File: src/rtl/lsu_bus_bridge_pkg.sv
// Shared definitions for the load/store bus bridge: width codes, fault causes,
// FSM states and the byte-lane helpers used when a MEM-stage access is launched.
package lsu_bus_bridge_pkg;

  localparam logic [2:0] F3_LB  = 3'b000;
  localparam logic [2:0] F3_LH  = 3'b001;
  localparam logic [2:0] F3_LW  = 3'b010;
  localparam logic [2:0] F3_LBU = 3'b100;
  localparam logic [2:0] F3_LHU = 3'b101;

  localparam logic [1:0] CAUSE_NONE    = 2'b00;
  localparam logic [1:0] CAUSE_ILLEGAL = 2'b01;
  localparam logic [1:0] CAUSE_BUS_ERR = 2'b10;
  localparam logic [1:0] CAUSE_TIMEOUT = 2'b11;

  typedef enum logic [1:0] {
    ST_IDLE = 2'd0,
    ST_REQ  = 2'd1,
    ST_RSP  = 2'd2,
    ST_DONE = 2'd3
  } state_e;

  function automatic logic access_illegal(input logic we, input logic [2:0] f3,
                                          input logic [1:0] a);
    logic bad;
    case (f3)
      F3_LB, F3_LBU: bad = 1'b0;
      F3_LH, F3_LHU: bad = a[0];
      F3_LW:         bad = (a != 2'b00);
      default:       bad = 1'b1;
    endcase
    // Stores only exist as SB/SH/SW.
    if (we && (f3 > F3_LW)) bad = 1'b1;
    return bad;
  endfunction

  function automatic logic [3:0] byte_enables(input logic [2:0] f3, input logic [1:0] a);
    case (f3[1:0])
      2'b00:   return 4'b0001 << a;
      2'b01:   return a[1] ? 4'b1100 : 4'b0011;
      default: return 4'b1111;
    endcase
  endfunction

  function automatic logic [31:0] replicate_wdata(input logic [2:0] f3, input logic [31:0] w);
    case (f3[1:0])
      2'b00:   return {4{w[7:0]}};
      2'b01:   return {2{w[15:0]}};
      default: return w;
    endcase
  endfunction

endpackage

File: src/rtl/lsu_bus_bridge_load_align.sv
// Picks the addressed byte/half lane out of a bus word and sign- or zero-extends it.
module lsu_load_align
  import lsu_bus_bridge_pkg::*;
(
  input  logic [1:0]  a_i,
  input  logic [2:0]  funct3_i,
  input  logic [31:0] word_i,
  output logic [31:0] data_o
);

  logic [31:0] shifted;
  logic [7:0]  lane_b;
  logic [15:0] lane_h;

  always_comb begin
    shifted = word_i >> {a_i, 3'b000};
    lane_b  = shifted[7:0];
    lane_h  = a_i[1] ? word_i[31:16] : word_i[15:0];
    case (funct3_i)
      F3_LB:   data_o = {{24{lane_b[7]}}, lane_b};
      F3_LBU:  data_o = {24'd0, lane_b};
      F3_LH:   data_o = {{16{lane_h[15]}}, lane_h};
      F3_LHU:  data_o = {16'd0, lane_h};
      default: data_o = word_i;
    endcase
  end

endmodule

File: src/rtl/lsu_bus_bridge.sv
// MEM-stage load/store bridge: one access becomes one word-aligned bus beat,
// the pipeline stalls until it resolves, then a single DONE cycle reports the result.
module lsu_bus_bridge
  import lsu_bus_bridge_pkg::*;
#(
  parameter int TIMEOUT_CYC = 255
) (
  input  logic        clk_i,
  input  logic        rst_i,
  input  logic        req_valid_i,
  input  logic        req_we_i,
  input  logic [31:0] req_addr_i,
  input  logic [31:0] req_wdata_i,
  input  logic [2:0]  req_funct3_i,
  output logic        stall_o,
  output logic [31:0] load_data_o,
  output logic        load_valid_o,
  output logic        fault_o,
  output logic [1:0]  fault_cause_o,
  output logic        bus_req_o,
  output logic        bus_we_o,
  output logic [31:0] bus_addr_o,
  output logic [31:0] bus_wdata_o,
  output logic [3:0]  bus_be_o,
  input  logic        bus_gnt_i,
  input  logic        bus_rsp_valid_i,
  input  logic [31:0] bus_rdata_i,
  input  logic        bus_err_i
);

  localparam int CNT_W    = (TIMEOUT_CYC < 2) ? 1 : $clog2(TIMEOUT_CYC + 1);
  localparam int TMO_LAST = (TIMEOUT_CYC > 0) ? TIMEOUT_CYC - 1 : 0;
  localparam logic [CNT_W-1:0] TMO_LAST_C = CNT_W'(TMO_LAST);

  state_e            state_q, state_d;
  logic              we_q, we_d;
  logic [1:0]        addr_lo_q, addr_lo_d;
  logic [2:0]        funct3_q, funct3_d;
  logic [CNT_W-1:0]  cnt_q, cnt_d;
  logic              bus_req_q, bus_req_d;
  logic              bus_we_q, bus_we_d;
  logic [31:0]       bus_addr_q, bus_addr_d;
  logic [31:0]       bus_wdata_q, bus_wdata_d;
  logic [3:0]        bus_be_q, bus_be_d;
  logic              load_valid_q, load_valid_d;
  logic [31:0]       load_data_q, load_data_d;
  logic              fault_q, fault_d;
  logic [1:0]        cause_q, cause_d;
  logic [31:0]       rdata_aligned;
  logic              timeout_hit;

  lsu_load_align u_align (
    .a_i      (addr_lo_q),
    .funct3_i (funct3_q),
    .word_i   (bus_rdata_i),
    .data_o   (rdata_aligned)
  );

  // ">=" rather than "==" so a grant on the last allowed cycle still bounds the RSP wait.
  assign timeout_hit = (TIMEOUT_CYC != 0) && (cnt_q >= TMO_LAST_C);

  always_comb begin
    state_d      = state_q;
    we_d         = we_q;
    addr_lo_d    = addr_lo_q;
    funct3_d     = funct3_q;
    cnt_d        = cnt_q;
    bus_req_d    = bus_req_q;
    bus_we_d     = bus_we_q;
    bus_addr_d   = bus_addr_q;
    bus_wdata_d  = bus_wdata_q;
    bus_be_d     = bus_be_q;
    load_valid_d = 1'b0;
    load_data_d  = 32'd0;
    fault_d      = 1'b0;
    cause_d      = CAUSE_NONE;
    stall_o      = 1'b0;

    case (state_q)
      ST_IDLE: begin
        if (req_valid_i) begin
          stall_o   = 1'b1;
          we_d      = req_we_i;
          addr_lo_d = req_addr_i[1:0];
          funct3_d  = req_funct3_i;
          cnt_d     = '0;
          if (access_illegal(req_we_i, req_funct3_i, req_addr_i[1:0])) begin
            state_d = ST_DONE;
            fault_d = 1'b1;
            cause_d = CAUSE_ILLEGAL;
          end else begin
            state_d     = ST_REQ;
            bus_req_d   = 1'b1;
            bus_we_d    = req_we_i;
            bus_addr_d  = {req_addr_i[31:2], 2'b00};
            bus_be_d    = byte_enables(req_funct3_i, req_addr_i[1:0]);
            bus_wdata_d = req_we_i ? replicate_wdata(req_funct3_i, req_wdata_i) : 32'd0;
          end
        end
      end
      ST_REQ: begin
        stall_o = 1'b1;
        if (bus_gnt_i || timeout_hit) begin
          bus_req_d   = 1'b0;
          bus_we_d    = 1'b0;
          bus_addr_d  = 32'd0;
          bus_wdata_d = 32'd0;
          bus_be_d    = 4'd0;
        end
        if (bus_gnt_i) begin
          state_d = ST_RSP;
          cnt_d   = cnt_q + 1'b1;
        end else if (timeout_hit) begin
          state_d = ST_DONE;
          fault_d = 1'b1;
          cause_d = CAUSE_TIMEOUT;
        end else begin
          cnt_d = cnt_q + 1'b1;
        end
      end
      ST_RSP: begin
        stall_o = 1'b1;
        if (bus_rsp_valid_i) begin
          state_d = ST_DONE;
          if (bus_err_i) begin
            fault_d = 1'b1;
            cause_d = CAUSE_BUS_ERR;
          end else if (!we_q) begin
            load_valid_d = 1'b1;
            load_data_d  = rdata_aligned;
          end
        end else if (timeout_hit) begin
          state_d = ST_DONE;
          fault_d = 1'b1;
          cause_d = CAUSE_TIMEOUT;
        end else begin
          cnt_d = cnt_q + 1'b1;
        end
      end
      ST_DONE: state_d = ST_IDLE;
      default: state_d = ST_IDLE;
    endcase
  end

  always_ff @(posedge clk_i) begin
    if (rst_i) begin
      state_q      <= ST_IDLE;
      we_q         <= 1'b0;
      addr_lo_q    <= 2'd0;
      funct3_q     <= 3'd0;
      cnt_q        <= '0;
      bus_req_q    <= 1'b0;
      bus_we_q     <= 1'b0;
      bus_addr_q   <= 32'd0;
      bus_wdata_q  <= 32'd0;
      bus_be_q     <= 4'd0;
      load_valid_q <= 1'b0;
      load_data_q  <= 32'd0;
      fault_q      <= 1'b0;
      cause_q      <= CAUSE_NONE;
    end else begin
      state_q      <= state_d;
      we_q         <= we_d;
      addr_lo_q    <= addr_lo_d;
      funct3_q     <= funct3_d;
      cnt_q        <= cnt_d;
      bus_req_q    <= bus_req_d;
      bus_we_q     <= bus_we_d;
      bus_addr_q   <= bus_addr_d;
      bus_wdata_q  <= bus_wdata_d;
      bus_be_q     <= bus_be_d;
      load_valid_q <= load_valid_d;
      load_data_q  <= load_data_d;
      fault_q      <= fault_d;
      cause_q      <= cause_d;
    end
  end

  assign load_data_o   = load_data_q;
  assign load_valid_o  = load_valid_q;
  assign fault_o       = fault_q;
  assign fault_cause_o = cause_q;
  assign bus_req_o     = bus_req_q;
  assign bus_we_o      = bus_we_q;
  assign bus_addr_o    = bus_addr_q;
  assign bus_wdata_o   = bus_wdata_q;
  assign bus_be_o      = bus_be_q;

endmodule

File: config.mk
export PLATFORM = sky130hd
export DESIGN_NAME = lsu_bus_bridge
export DESIGN_NICKNAME = d
export VERILOG_FILES = /design/src/rtl/lsu_bus_bridge_pkg.sv /design/src/rtl/lsu_bus_bridge_load_align.sv /design/src/rtl/lsu_bus_bridge.sv
export SDC_FILE = /design/constraint.sdc
export NUM_CORES = 1
export LEC_CHECK = 0
export ABC_AREA = 1
export BUFFER_PORTS_ARGS = -buffer_cell sky130_fd_sc_hd__buf_2
export CORE_MARGIN = 3
export CORE_UTILIZATION = 25
export CTS_BUF_LIST = sky130_fd_sc_hd__clkbuf_16
export DETAILED_ROUTE_END_ITERATION = 10
export SETUP_SLACK_MARGIN = 0.5
export SLEW_MARGIN = 20
export SYNTH_ARGS = -nofsm -noshare
export SYNTH_HDL_FRONTEND = slang
export SYNTH_SLANG_ARGS = --single-unit
File: constraint.sdc
create_clock -name clk_i -period 1.7 [get_ports clk_i]
set_input_delay 0 -clock clk_i [delete_from_list [all_inputs] [get_ports clk_i]]
set_output_delay 0 -clock clk_i [all_outputs]
set_load 0.01 [all_outputs]
==> results.sh <==
export IMPL_htreeDepth=4
export IMPL_status="complete, but fails checks"
export IMPL_ant_nets=0
export IMPL_rows=56
export IMPL_swShare=0.3633
export IMPL_setup_tns_ns=0
export IMPL_yosysWarnings=0
export IMPL_die_y_um=161.2
export IMPL_placed_area_mm2=0.007577
export IMPL_synth_edf_count=0
export IMPL_mostFrequentLayoutCells="buf_2 (209), nand2_1 (207), dfxtp_1 (113), a21oi_1 (76), inv_1 (74)"
export IMPL_synth_cell_type_count=31
export IMPL_drt_iter0_markers=535
export IMPL_hold_viol_final=5
export IMPL_hold_path_end="addr_lo_q[1]"
export IMPL_timing_final_crit_share=0.9611
export IMPL_netSwitchingPower_mw=4.021
export IMPL_dr_pass1_iters=7
export IMPL_cap_violations=0
export IMPL_nFillCells=2386
export IMPL_crit_chain="inv_4 > ha_4 > nand2_2 > inv_2 > a21oi_4 > nand3_4 > buf_6 > buf_12 > nand2_1 > a21oi_1"
export IMPL_die_x_um=161.2
export IMPL_ys_flop_type="dfxtp_1"
export IMPL_synthCells=899
export IMPL_grt_usage=0.1649
export IMPL_comb_power_share=0.396
export IMPL_final_common_cell="buf_2"
export IMPL_netlist_area_mm2=0.006022
export IMPL_clock_path_buffers=2
export IMPL_synthArstFlopShare=0
export IMPL_dr_total_vias=7110
export IMPL_cpPeakStageDelay_ns=0.38
export IMPL_pre_cts_ws_ns=0.06785
export IMPL_vias_per_cell=4.620
export IMPL_antenna_found_initial=3
export IMPL_tritoncts="done"
export IMPL_dp_cells=1400
export IMPL_grt_max_degree=78
export IMPL_r2r_setup_slack_ns=0.07
export IMPL_ff2ff_path_depth=10
export IMPL_final_max_slew_viol_count=0
export IMPL_numCtsBuffers=17
export IMPL_path_clk_slew_ns=0.06
export IMPL_fmax_mhz=612.1
export IMPL_worstSkewPairLatency_ns=0.42
export IMPL_worstHoldStart="req_valid_i"
export IMPL_setup_viol=0
export IMPL_grt_pass1_wl_um=34360
export IMPL_required_ns=1.98
export IMPL_seq_area_frac_synth=0.3989
export IMPL_layout_nets=1321
export IMPL_hold_buffers=72
export IMPL_path_max_fanout=11
export IMPL_final_cells=1539
export IMPL_hold_path_class="primary input to flop"
export IMPL_r2r_start="state_q[0]"
export IMPL_clock_sinks=120
export IMPL_worstSetupStartpointType="flop"
export IMPL_end_kind="flop"
export IMPL_numPortBuffers=210
export IMPL_core_region_area_mm2=0.02354
export IMPL_critPathSlowestCell="dfxtp_4"
export IMPL_hold_depth=3
export IMPL_wirelength_um=23960
export IMPL_cp_arrival_ns=1.91
export IMPL_rsz0062_at_grt="yes"
export IMPL_gp_congestion=0.8735
export IMPL_antennaDiodeCount=0
export IMPL_final_min_clock_period_ns=1.634
export IMPL_p_int_mw=7.046
export IMPL_skew_ns=0.009021
export IMPL_hold_ws_ns=-0.03365
export IMPL_dieArea_mm2=0.02599
export IMPL_violations="hold timing"
export IMPL_critPathKind="flop to flop"
export IMPL_drcViolationCount=0
export IMPL_ir_drop_mv=0.6434
export IMPL_clockPowerShare=0.305
export IMPL_initial_core_util=0.2558
export IMPL_synth_area_per_cell_um2=6.699
export IMPL_dp_hpwl_um=15050
export IMPL_cts_root_buf="clkbuf_16"
export IMPL_first_global_vias=6517
export IMPL_power_frac_seq=0.299
export IMPL_stdcell_area_mm2=0.009951
export IMPL_avgRoutedWirePerCell_um=15.57
export IMPL_postLayoutSetupSlackWorst_ns=0.06616
export IMPL_crit_reg2reg_capture="bus_wdata_o[19]"
export IMPL_power_static_leakage_nw=4.818
export IMPL_area_growth_pct=65.24
export IMPL_drive_gt1_frac=0.4074
export IMPL_grt_ovfl_total=0
export IMPL_power_density_mw_per_mm2=1112
export IMPL_synth_seq_cells=120
export IMPL_num_io_pins=213
## metal layers
| layer | wire length (um) | share of wire | GRT usage |
|---|---|---|---|
| met1 | 9824 | 0.41 | 0.2058 |
| met5 | 32 | 0.0013 | 0 |
| met4 | 929 | 0.039 | 0.06844 |
| met3 | 2020 | 0.084 | 0.04976 |
| met2 | 11150 | 0.47 | 0.2657 |
## flip-flops by register name, indices dropped and copies added, names as in the netlist, 2 cells and up
| register | flops |
|---|---|
| state_q | 2 |
| bus_be_o | 4 |
| funct3_q | 3 |
| load_data_o | 32 |
| bus_addr_o | 30 |
| cnt_q | 8 |
| addr_lo_q | 2 |
| fault_cause_o | 2 |
| bus_wdata_o | 32 |
## worst max-delay path by stage
| stage | from | end | slack (ns) | cells after the start |
|---|---|---|---|---|
| 2_1_floorplan | cnt_q[0] | bus_addr_o[12] | 0.14 | 12 |
| 3_3_place_gp | state_q[1] | bus_wdata_o[21] | 0.09 | 9 |
| 3_5_place_dp | state_q[1] | bus_wdata_o[19] | 0.07 | 9 |
| 4_1_cts | state_q[0] | bus_wdata_o[19] | 0.1 | 10 |
| 5_1_grt | state_q[1] | bus_wdata_o[0] | -0.01 | 10 |
| 6_report | state_q[0] | bus_wdata_o[19] | 0.07 | 10 |
## synth_stat cells (all sizes together), types with 7 or more instances
library cell    n  area, um^2
or2            14       87.58
nand3          43       227.7
o211ai          7       52.55
nor2           77       296.5
clkbuf         28       105.1
o21ai          38       190.2
nor3           32       160.2
a21oi         115       650.6
dfxtp         120        2402
nand2         271        1075
buf            27       177.7
inv            98       367.9
## cell type report
type                       count  area, um^2  area share
clock inverter                12       87.58    0.008802
timing repair buffer         342        2556      0.2569
timing repair inverter         3       43.79    0.004401
inverter                      99       417.9     0.04200
tap                          319       399.1     0.04011
multi-input combinational    626        3575      0.3592
clock buffer                  18       450.4     0.04527
sequential                   120        2421      0.2433
## critical path: cells and delay by family (launching register included)
| family | cells | cell delay [ns] |
|---|---|---|
| compound gates | 2 | 0.18 |
| fa+ha+maj | 1 | 0.17 |
| flops | 1 | 0.38 |
| simple gates | 3 | 0.33 |
| buf+inv | 4 | 0.42 |
## power groups by stage
stage	sequential, mW	combinational (mW)	clock [mW]
4_1_cts	3.29	3.37	3.44
2_1_floorplan	3.44	2.01	0
6_report	3.31	4.39	3.38
3_5_place_dp	3.34	3.07	0
3_3_place_gp	3.34	3.06	0
5_1_grt	3.34	4.73	3.57
## kinds of logic after synthesis
group / Yosys count / synth area share
and+or+nand+nor: 445 / 0.3154
AOI/OAI and AO/OA: 171 / 0.1610
buffers and inverters: 154 / 0.1087
DFF: 120 / 0.3989
adders and majority gates: 6 / 0.01247
xor gates and xnor gates: 2 / 0.002909
other: 1 / 0.0006227
## stage by stage
| stage | hold WS (ns) | utilization | power [mW] |
|---|---|---|---|
| floorplan | 0.1490 | - | 5.447 |
| global placement | 0.2790 | 0.3219 | 6.400 |
| detailed placement | 0.2721 | 0.3219 | 6.413 |
| CTS | 0.006825 | 0.3794 | 10.10 |
| global route | -0.02331 | 0.4227 | 11.65 |
| finish | -0.03365 | 0.4227 | 11.07 |
## timing repair
action | CTS | global route
pin swaps | 3 | 27
endpoints found under the setup margin | 120 | 120
buffers inserted | 4 | 19
hold endpoints to repair | 73 | 4
cloned | 1 | 13
gates resized for setup | 11 | 190
Power figures use the tool's default switching activity.
